[config.mk]
export PLATFORM = sky130hd
export DESIGN_NAME = uart_byte_rx
export DESIGN_NICKNAME = d
export VERILOG_FILES = /design/src/rtl/uart_byte_rx.sv
export SDC_FILE = /design/constraint.sdc
export NUM_CORES = 1
export LEC_CHECK = 0
export CAP_MARGIN = 20
export CORE_MARGIN = 5
export CORE_UTILIZATION = 35
export CTS_BUF_LIST = sky130_fd_sc_hd__clkbuf_16
export DETAILED_ROUTE_END_ITERATION = 12
export GPL_TIMING_DRIVEN = 0
export PLACE_DENSITY = 0.51
export RECOVER_POWER = 50
export SKIP_LAST_GASP = 1
export SLEW_MARGIN = 5
export SYNTH_ARGS = -nofsm -noshare
export SYNTH_HDL_FRONTEND = slang
export SYNTH_SLANG_ARGS = --single-unit
[constraint.sdc]
create_clock -name clk -period 2.4 [get_ports clk]
set_clock_uncertainty 0.15 [all_clocks]
set_input_delay 0.48 -clock clk [delete_from_list [all_inputs] [get_ports clk]]
set_output_delay 0.48 -clock clk [all_outputs]
set_load 0.02 [all_outputs]
[src/rtl/uart_byte_rx.sv]
// 8N1 UART receive front end: synchronises the serial line, deserialises LSB-first
// frames and holds each byte in a single-entry valid/rdy output register.
module uart_byte_rx #(
    parameter int CLKS_PER_BIT = 217,
    parameter int SYNC_STAGES  = 2
) (
    input  logic       clk,
    input  logic       reset,
    input  logic       uart_rx,
    input  logic       rdy,
    output logic [7:0] data,
    output logic       valid,
    output logic       frame_err,
    output logic       overrun,
    output logic       busy
);

    localparam int CNT_W = (CLKS_PER_BIT > 1) ? $clog2(CLKS_PER_BIT) : 1;
    localparam logic [CNT_W-1:0] BIT_END  = CNT_W'(CLKS_PER_BIT - 32'd1);
    localparam logic [CNT_W-1:0] HALF_END = CNT_W'((CLKS_PER_BIT / 32'd2) - 32'd1);
    localparam logic [CNT_W-1:0] CNT_ONE  = CNT_W'(32'd1);
    localparam logic [CNT_W-1:0] CNT_ZERO = CNT_W'(32'd0);

    typedef enum logic [2:0] {
        ST_IDLE  = 3'd0,
        ST_START = 3'd1,
        ST_DATA  = 3'd2,
        ST_STOP  = 3'd3,
        ST_BREAK = 3'd4
    } state_t;

    logic [SYNC_STAGES-1:0] sync_r;
    logic [SYNC_STAGES-1:0] flush_r;
    logic                   armed_r;
    logic                   rx_s;
    state_t                 state_r;
    state_t                 state_s;
    logic [CNT_W-1:0]       cnt_r;
    logic [2:0]             bit_r;
    logic [7:0]             shift_r;
    logic [7:0]             data_r;
    logic                   valid_r;
    logic                   frame_err_r;
    logic                   overrun_r;
    logic                   cnt_clr_s;
    logic                   bit_clr_s;
    logic                   shift_en_s;
    logic                   deliver_s;
    logic                   ferr_s;

    assign rx_s = sync_r[SYNC_STAGES-1];

    // Synchroniser, plus a flush marker so a line already low at reset release is not taken as a start.
    always_ff @(posedge clk or posedge reset) begin
        if (reset) begin
            sync_r  <= {SYNC_STAGES{1'b1}};
            flush_r <= {SYNC_STAGES{1'b0}};
            armed_r <= 1'b0;
        end else begin
            sync_r  <= {sync_r[SYNC_STAGES-2:0], uart_rx};
            flush_r <= {flush_r[SYNC_STAGES-2:0], 1'b1};
            armed_r <= armed_r | (flush_r[SYNC_STAGES-1] & rx_s);
        end
    end

    // FSM state register.
    always_ff @(posedge clk or posedge reset) begin
        if (reset) begin
            state_r <= ST_IDLE;
        end else begin
            state_r <= state_s;
        end
    end

    // Next-state and per-cycle control decode.
    always_comb begin
        state_s    = state_r;
        cnt_clr_s  = 1'b0;
        bit_clr_s  = 1'b0;
        shift_en_s = 1'b0;
        deliver_s  = 1'b0;
        ferr_s     = 1'b0;
        case (state_r)
            ST_IDLE: begin
                if (armed_r && !rx_s) begin
                    state_s   = ST_START;
                    cnt_clr_s = 1'b1;
                end else begin
                    state_s = ST_IDLE;
                end
            end
            ST_START: begin
                if (cnt_r == HALF_END) begin
                    cnt_clr_s = 1'b1;
                    bit_clr_s = 1'b1;
                    if (!rx_s) begin
                        state_s = ST_DATA;
                    end else begin
                        state_s = ST_IDLE;
                    end
                end else begin
                    state_s = ST_START;
                end
            end
            ST_DATA: begin
                if (cnt_r == BIT_END) begin
                    cnt_clr_s  = 1'b1;
                    shift_en_s = 1'b1;
                    if (bit_r == 3'd7) begin
                        state_s = ST_STOP;
                    end else begin
                        state_s = ST_DATA;
                    end
                end else begin
                    state_s = ST_DATA;
                end
            end
            ST_STOP: begin
                if (cnt_r == BIT_END) begin
                    cnt_clr_s = 1'b1;
                    if (rx_s) begin
                        deliver_s = 1'b1;
                        state_s   = ST_IDLE;
                    end else begin
                        ferr_s  = 1'b1;
                        state_s = ST_BREAK;
                    end
                end else begin
                    state_s = ST_STOP;
                end
            end
            ST_BREAK: begin
                if (rx_s) begin
                    state_s = ST_IDLE;
                end else begin
                    state_s = ST_BREAK;
                end
            end
            default: begin
                state_s = ST_IDLE;
            end
        endcase
    end

    // Cycle counter: runs only in timed states and restarts on every state change.
    always_ff @(posedge clk or posedge reset) begin
        if (reset) begin
            cnt_r <= CNT_ZERO;
        end else if (cnt_clr_s || (state_s != state_r) ||
                     (state_r == ST_IDLE) || (state_r == ST_BREAK)) begin
            cnt_r <= CNT_ZERO;
        end else begin
            cnt_r <= cnt_r + CNT_ONE;
        end
    end

    // Bit index and LSB-first shift register.
    always_ff @(posedge clk or posedge reset) begin
        if (reset) begin
            bit_r   <= 3'd0;
            shift_r <= 8'h00;
        end else if (bit_clr_s) begin
            bit_r <= 3'd0;
        end else if (shift_en_s) begin
            shift_r[bit_r] <= rx_s;
            bit_r          <= bit_r + 3'd1;
        end
    end

    // Output register, handshake and error pulses.
    always_ff @(posedge clk or posedge reset) begin
        if (reset) begin
            data_r      <= 8'h00;
            valid_r     <= 1'b0;
            frame_err_r <= 1'b0;
            overrun_r   <= 1'b0;
        end else begin
            frame_err_r <= ferr_s;
            overrun_r   <= 1'b0;
            if (deliver_s) begin
                // A byte consumed this very cycle frees the slot for the new one.
                if (!valid_r || rdy) begin
                    data_r  <= shift_r;
                    valid_r <= 1'b1;
                end else begin
                    overrun_r <= 1'b1;
                end
            end else if (valid_r && rdy) begin
                valid_r <= 1'b0;
            end
        end
    end

    assign data      = data_r;
    assign valid     = valid_r;
    assign frame_err = frame_err_r;
    assign overrun   = overrun_r;
    assign busy      = (state_r != ST_IDLE);

endmodule

==> flow_summary.yaml, run 1 <==
floorplanning:
  die_area_um2: 6310
  core.rowCount: 25
  die_h_um: 79.4
  die_x_um: 79.4
  ioPinCount: 16
  core-area_um2: 4690
  initial_core_util_pct: 36.0
finish:
  nets: 172
  fill_cells: 431
  insertedDiodeCount: 0
  areaGrowthSynthToFinish_pct: 21.4
  drive_above_1_share_pct: 19.4
setup_path:
  rr_startpoint: "cnt_r[0]"
  timing.rr.end: "data[5]"
  critPathMaxFanout: 8
  crit_required_ps: 2410
  end_kind: "flip-flop"
  startpoint: "cnt_r[0]"
  r2r_slack_ps: 290
  cp-start-kind: "flip-flop"
  ff2ff_path_depth: 7
  arrival_ps: 2120
  crit_end: "data[5]"
  worstSetupPathType: "flip-flop to flip-flop"
timing:
  hold_viol_final: 0
  drv_slew: 0
  fin_ws_ps: 295
  period_needed_ps: 2110
  fin_setup_tns_ps: 0
  slew_headroom_pct: 7.18
  max_freq_mhz: 475
  post-route-period-util_pct: 87.7
  worst_slew_pin_slew_ps: 1390
  setup_viol: 0
  rsz0062_at_grt: "false"
global_routing:
  grt_pass1_vias: 1083
  gr-total-overflow: 0
  grt_usage_pct: 10.3
  grt_max_degree: 39
  antenna_found_initial: 0
  grt_pass1_wl_um: 4930
synthesis:
  ys_seq_elements: 38
  yosysWarnings: 0
  synth.cell_area_um2: 1690
  synth_edf_count: 0
  seq_area_frac_synth_pct: 56.5
  syn-instance-count: 142
  synth-main-ff-cell: "dfrtp_1"
  ys_types: 39
  synth_fp_nets: 150
  async_reset_ff_share_pct: 100
  avgSynthCellArea_um2: 11.9
route:
  vias_per_cell: 4.96
  vias: 1086
  wire_per_inst_um: 12.9
  route.detailed.drc: 0
  wirelength_um: 2820
  drtAntennaViolNets: 0
  drt_first_pass_iters: 4
  drt_iter0_markers: 75
place:
  gp_congestion: 0.776
  port-buffer-count: 15
  preCtsSetupSlack_ps: 306
  post-dp-hpwl_um: 1970
clock_network:
  cts.htree.levels: 2
  insertion_delay_ps: 280
  cts.sinks: 38
  cts_tree: "done"
  cts-root-buf: "clkbuf_16"
  postCtsSetupRepairBufs: 0
  cts_buffer_depth: 2
  path_clk_slew_ps: 50
  cts_buffers: 5
outcome:
  status: "complete, no violations"
min_path:
  hp-class: "flip-flop to flip-flop"
run:
  cap_violations: 0
pwr:
  leakage_nw: 0.955
  vdd_drop_max_uv: 323
  cellPowerDensity_nw_per_um2: 746
## Yosys cell counts, types with 3 or more instances
| library cell | n | area [µm²] |
|---|---|---|
| xnor2_1 | 4 | 35.0 |
| dfrtp_1 | 36 | 901 |
| ha_1 | 4 | 50.1 |
| nand3_1 | 6 | 30.0 |
| a21oi_1 | 3 | 15.0 |
| and3_1 | 3 | 18.8 |
| buf_2 | 3 | 15.0 |
| nor2_1 | 14 | 52.6 |
| inv_1 | 9 | 33.8 |
| nand2_1 | 6 | 22.5 |
| mux2_2 | 14 | 158 |
| a31oi_1 | 3 | 18.8 |
## cell type report
cell class              instances  area [µm²]  area share, %
inverters                       9        33.8           1.65
repair buffers                 15         153           7.45
plain buffers                   5        22.5           1.10
well taps                      54        67.6           3.30
multi-input cells              90         678           33.1
flip-flops and latches         38         953           46.5
clock inverters                 3        16.3          0.794
clock buffers                   5         125           6.10
## sequential cells by signal (all words and copies together), names as in the netlist
| signal | count |
|---|---|
| cnt_r | 8 |
| frame_err | 1 |
| valid | 1 |
| shift_r | 8 |
| sync_r | 2 |
| state_r | 3 |
| overrun | 1 |
| data | 8 |
| armed_r | 1 |
| bit_r | 3 |
| flush_r | 2 |
## timing repair
item / 4_1_cts / 5_1_grt
hold buffers: 0 / 0
setup endpoints to repair: 0 / 1
gates resized for setup: 0 / 1
## worst max-delay path: stages, from the launching register on
cell     delay, ps
dfrtp_1        400
inv_1           70
ha_1           140
and3b_1        280
and2_2         230
and3_1         150
buf_2          220
mux2_2         360
## metrics by stage
stage | instances | hold WS, ps | cell area [µm²] | power, mW | utilization [%]
detailed placement | 211 | 195 | 1910 | 0.927 | 40.6
global placement | 211 | 188 | 1910 | 0.923 | 40.6
global route | 219 | 216 | 2050 | 1.61 | 43.7
floorplan | 142 | 181 | 1690 | 0.878 | -
CTS | 219 | 205 | 2050 | 1.55 | 43.6
finish | 219 | 202 | 2050 | 1.53 | 43.7
## per-layer routing
| metal | routed length [µm] | global-route usage [%] | vias to the layer above | share of wire, % |
|---|---|---|---|---|
| li1 | - | - | 542 | - |
| met1 | 1380 | 12.9 | 521 | 49 |
| met2 | 1240 | 15.4 | 17 | 44 |
| met3 | 130 | 3.72 | 6 | 4.6 |
| met4 | 69 | 5.67 | 0 | 2.4 |
| met5 | 0 | 0 | - | 0 |
## report_power, final
part	total (mW)	switching, mW	internal [mW]
clock	0.617	0.239	0.378
sequential	0.738	0.0484	0.690
combinational	0.175	0.0968	0.0782
## cells in the final DEF, fill, tap and decap left out, types with 2 or more instances in the layout
master            n
buf_2             3
nand4b_1          2
clkdlybuf4s50_1  13
nor4_1            2
inv_1             9
a22o_1            2
nor2b_1           2
a21o_1            2
and3_1            3
nand3_1           6
nand2_1           6
ha_1              4
and3_2            2
clkbuf_1          2
nor3_1            2
nor2_1           14
mux2_2           14
xor2_1            2
xnor2_1           4
clkbuf_16         5
dfrtp_1          36
a31oi_1           3
a21oi_1           3
## cell families (layout without fill, tap and decap cells)
kind of cell | after synthesis | after routing | share of synthesized area (%)
fa+ha+maj | 4 | 4 | 2.97
mux | 15 | 15 | 10.0
other cells | 1 | 1 | 0.222
compound gates | 15 | 15 | 6.52
buf+inv | 14 | 37 | 3.34
flops | 38 | 38 | 56.5
xor+xnor | 6 | 6 | 3.11
simple gates | 49 | 49 | 17.3
## worst min path at each step
stage,from,endpoint,cells past startpoint
after global placement,flush_r[0],flush_r[1],0
final,flush_r[0],flush_r[1],0
after global routing,sync_r[0],sync_r[1],0
after CTS,sync_r[0],sync_r[1],0
after detailed placement,flush_r[0],flush_r[1],0
after floorplan,flush_r[0],flush_r[1],0
(Power assumes the default switching activity.)
==> run 2: changes to the inputs <==
--- a/config.mk
+++ b/config.mk
@@ -14,7 +14,7 @@
 export PLACE_DENSITY = 0.51
 export RECOVER_POWER = 50
 export SKIP_LAST_GASP = 1
-export SLEW_MARGIN = 5
+export SLEW_MARGIN = 20
 export SYNTH_ARGS = -nofsm -noshare
 export SYNTH_HDL_FRONTEND = slang
 export SYNTH_SLANG_ARGS = --single-unit
==> results of run 2 <==
No change in the layout: final DEF, timing and power equal those of run 1.
==> run 3: changes to the inputs <==
--- a/config.mk
+++ b/config.mk
@@ -14,7 +14,7 @@
 export PLACE_DENSITY = 0.51
 export RECOVER_POWER = 50
 export SKIP_LAST_GASP = 1
-export SLEW_MARGIN = 20
+export SLEW_MARGIN = 10
 export SYNTH_ARGS = -nofsm -noshare
 export SYNTH_HDL_FRONTEND = slang
 export SYNTH_SLANG_ARGS = --single-unit
==> results of run 3 <==
No change in the layout: final DEF, timing and power equal those of run 1.
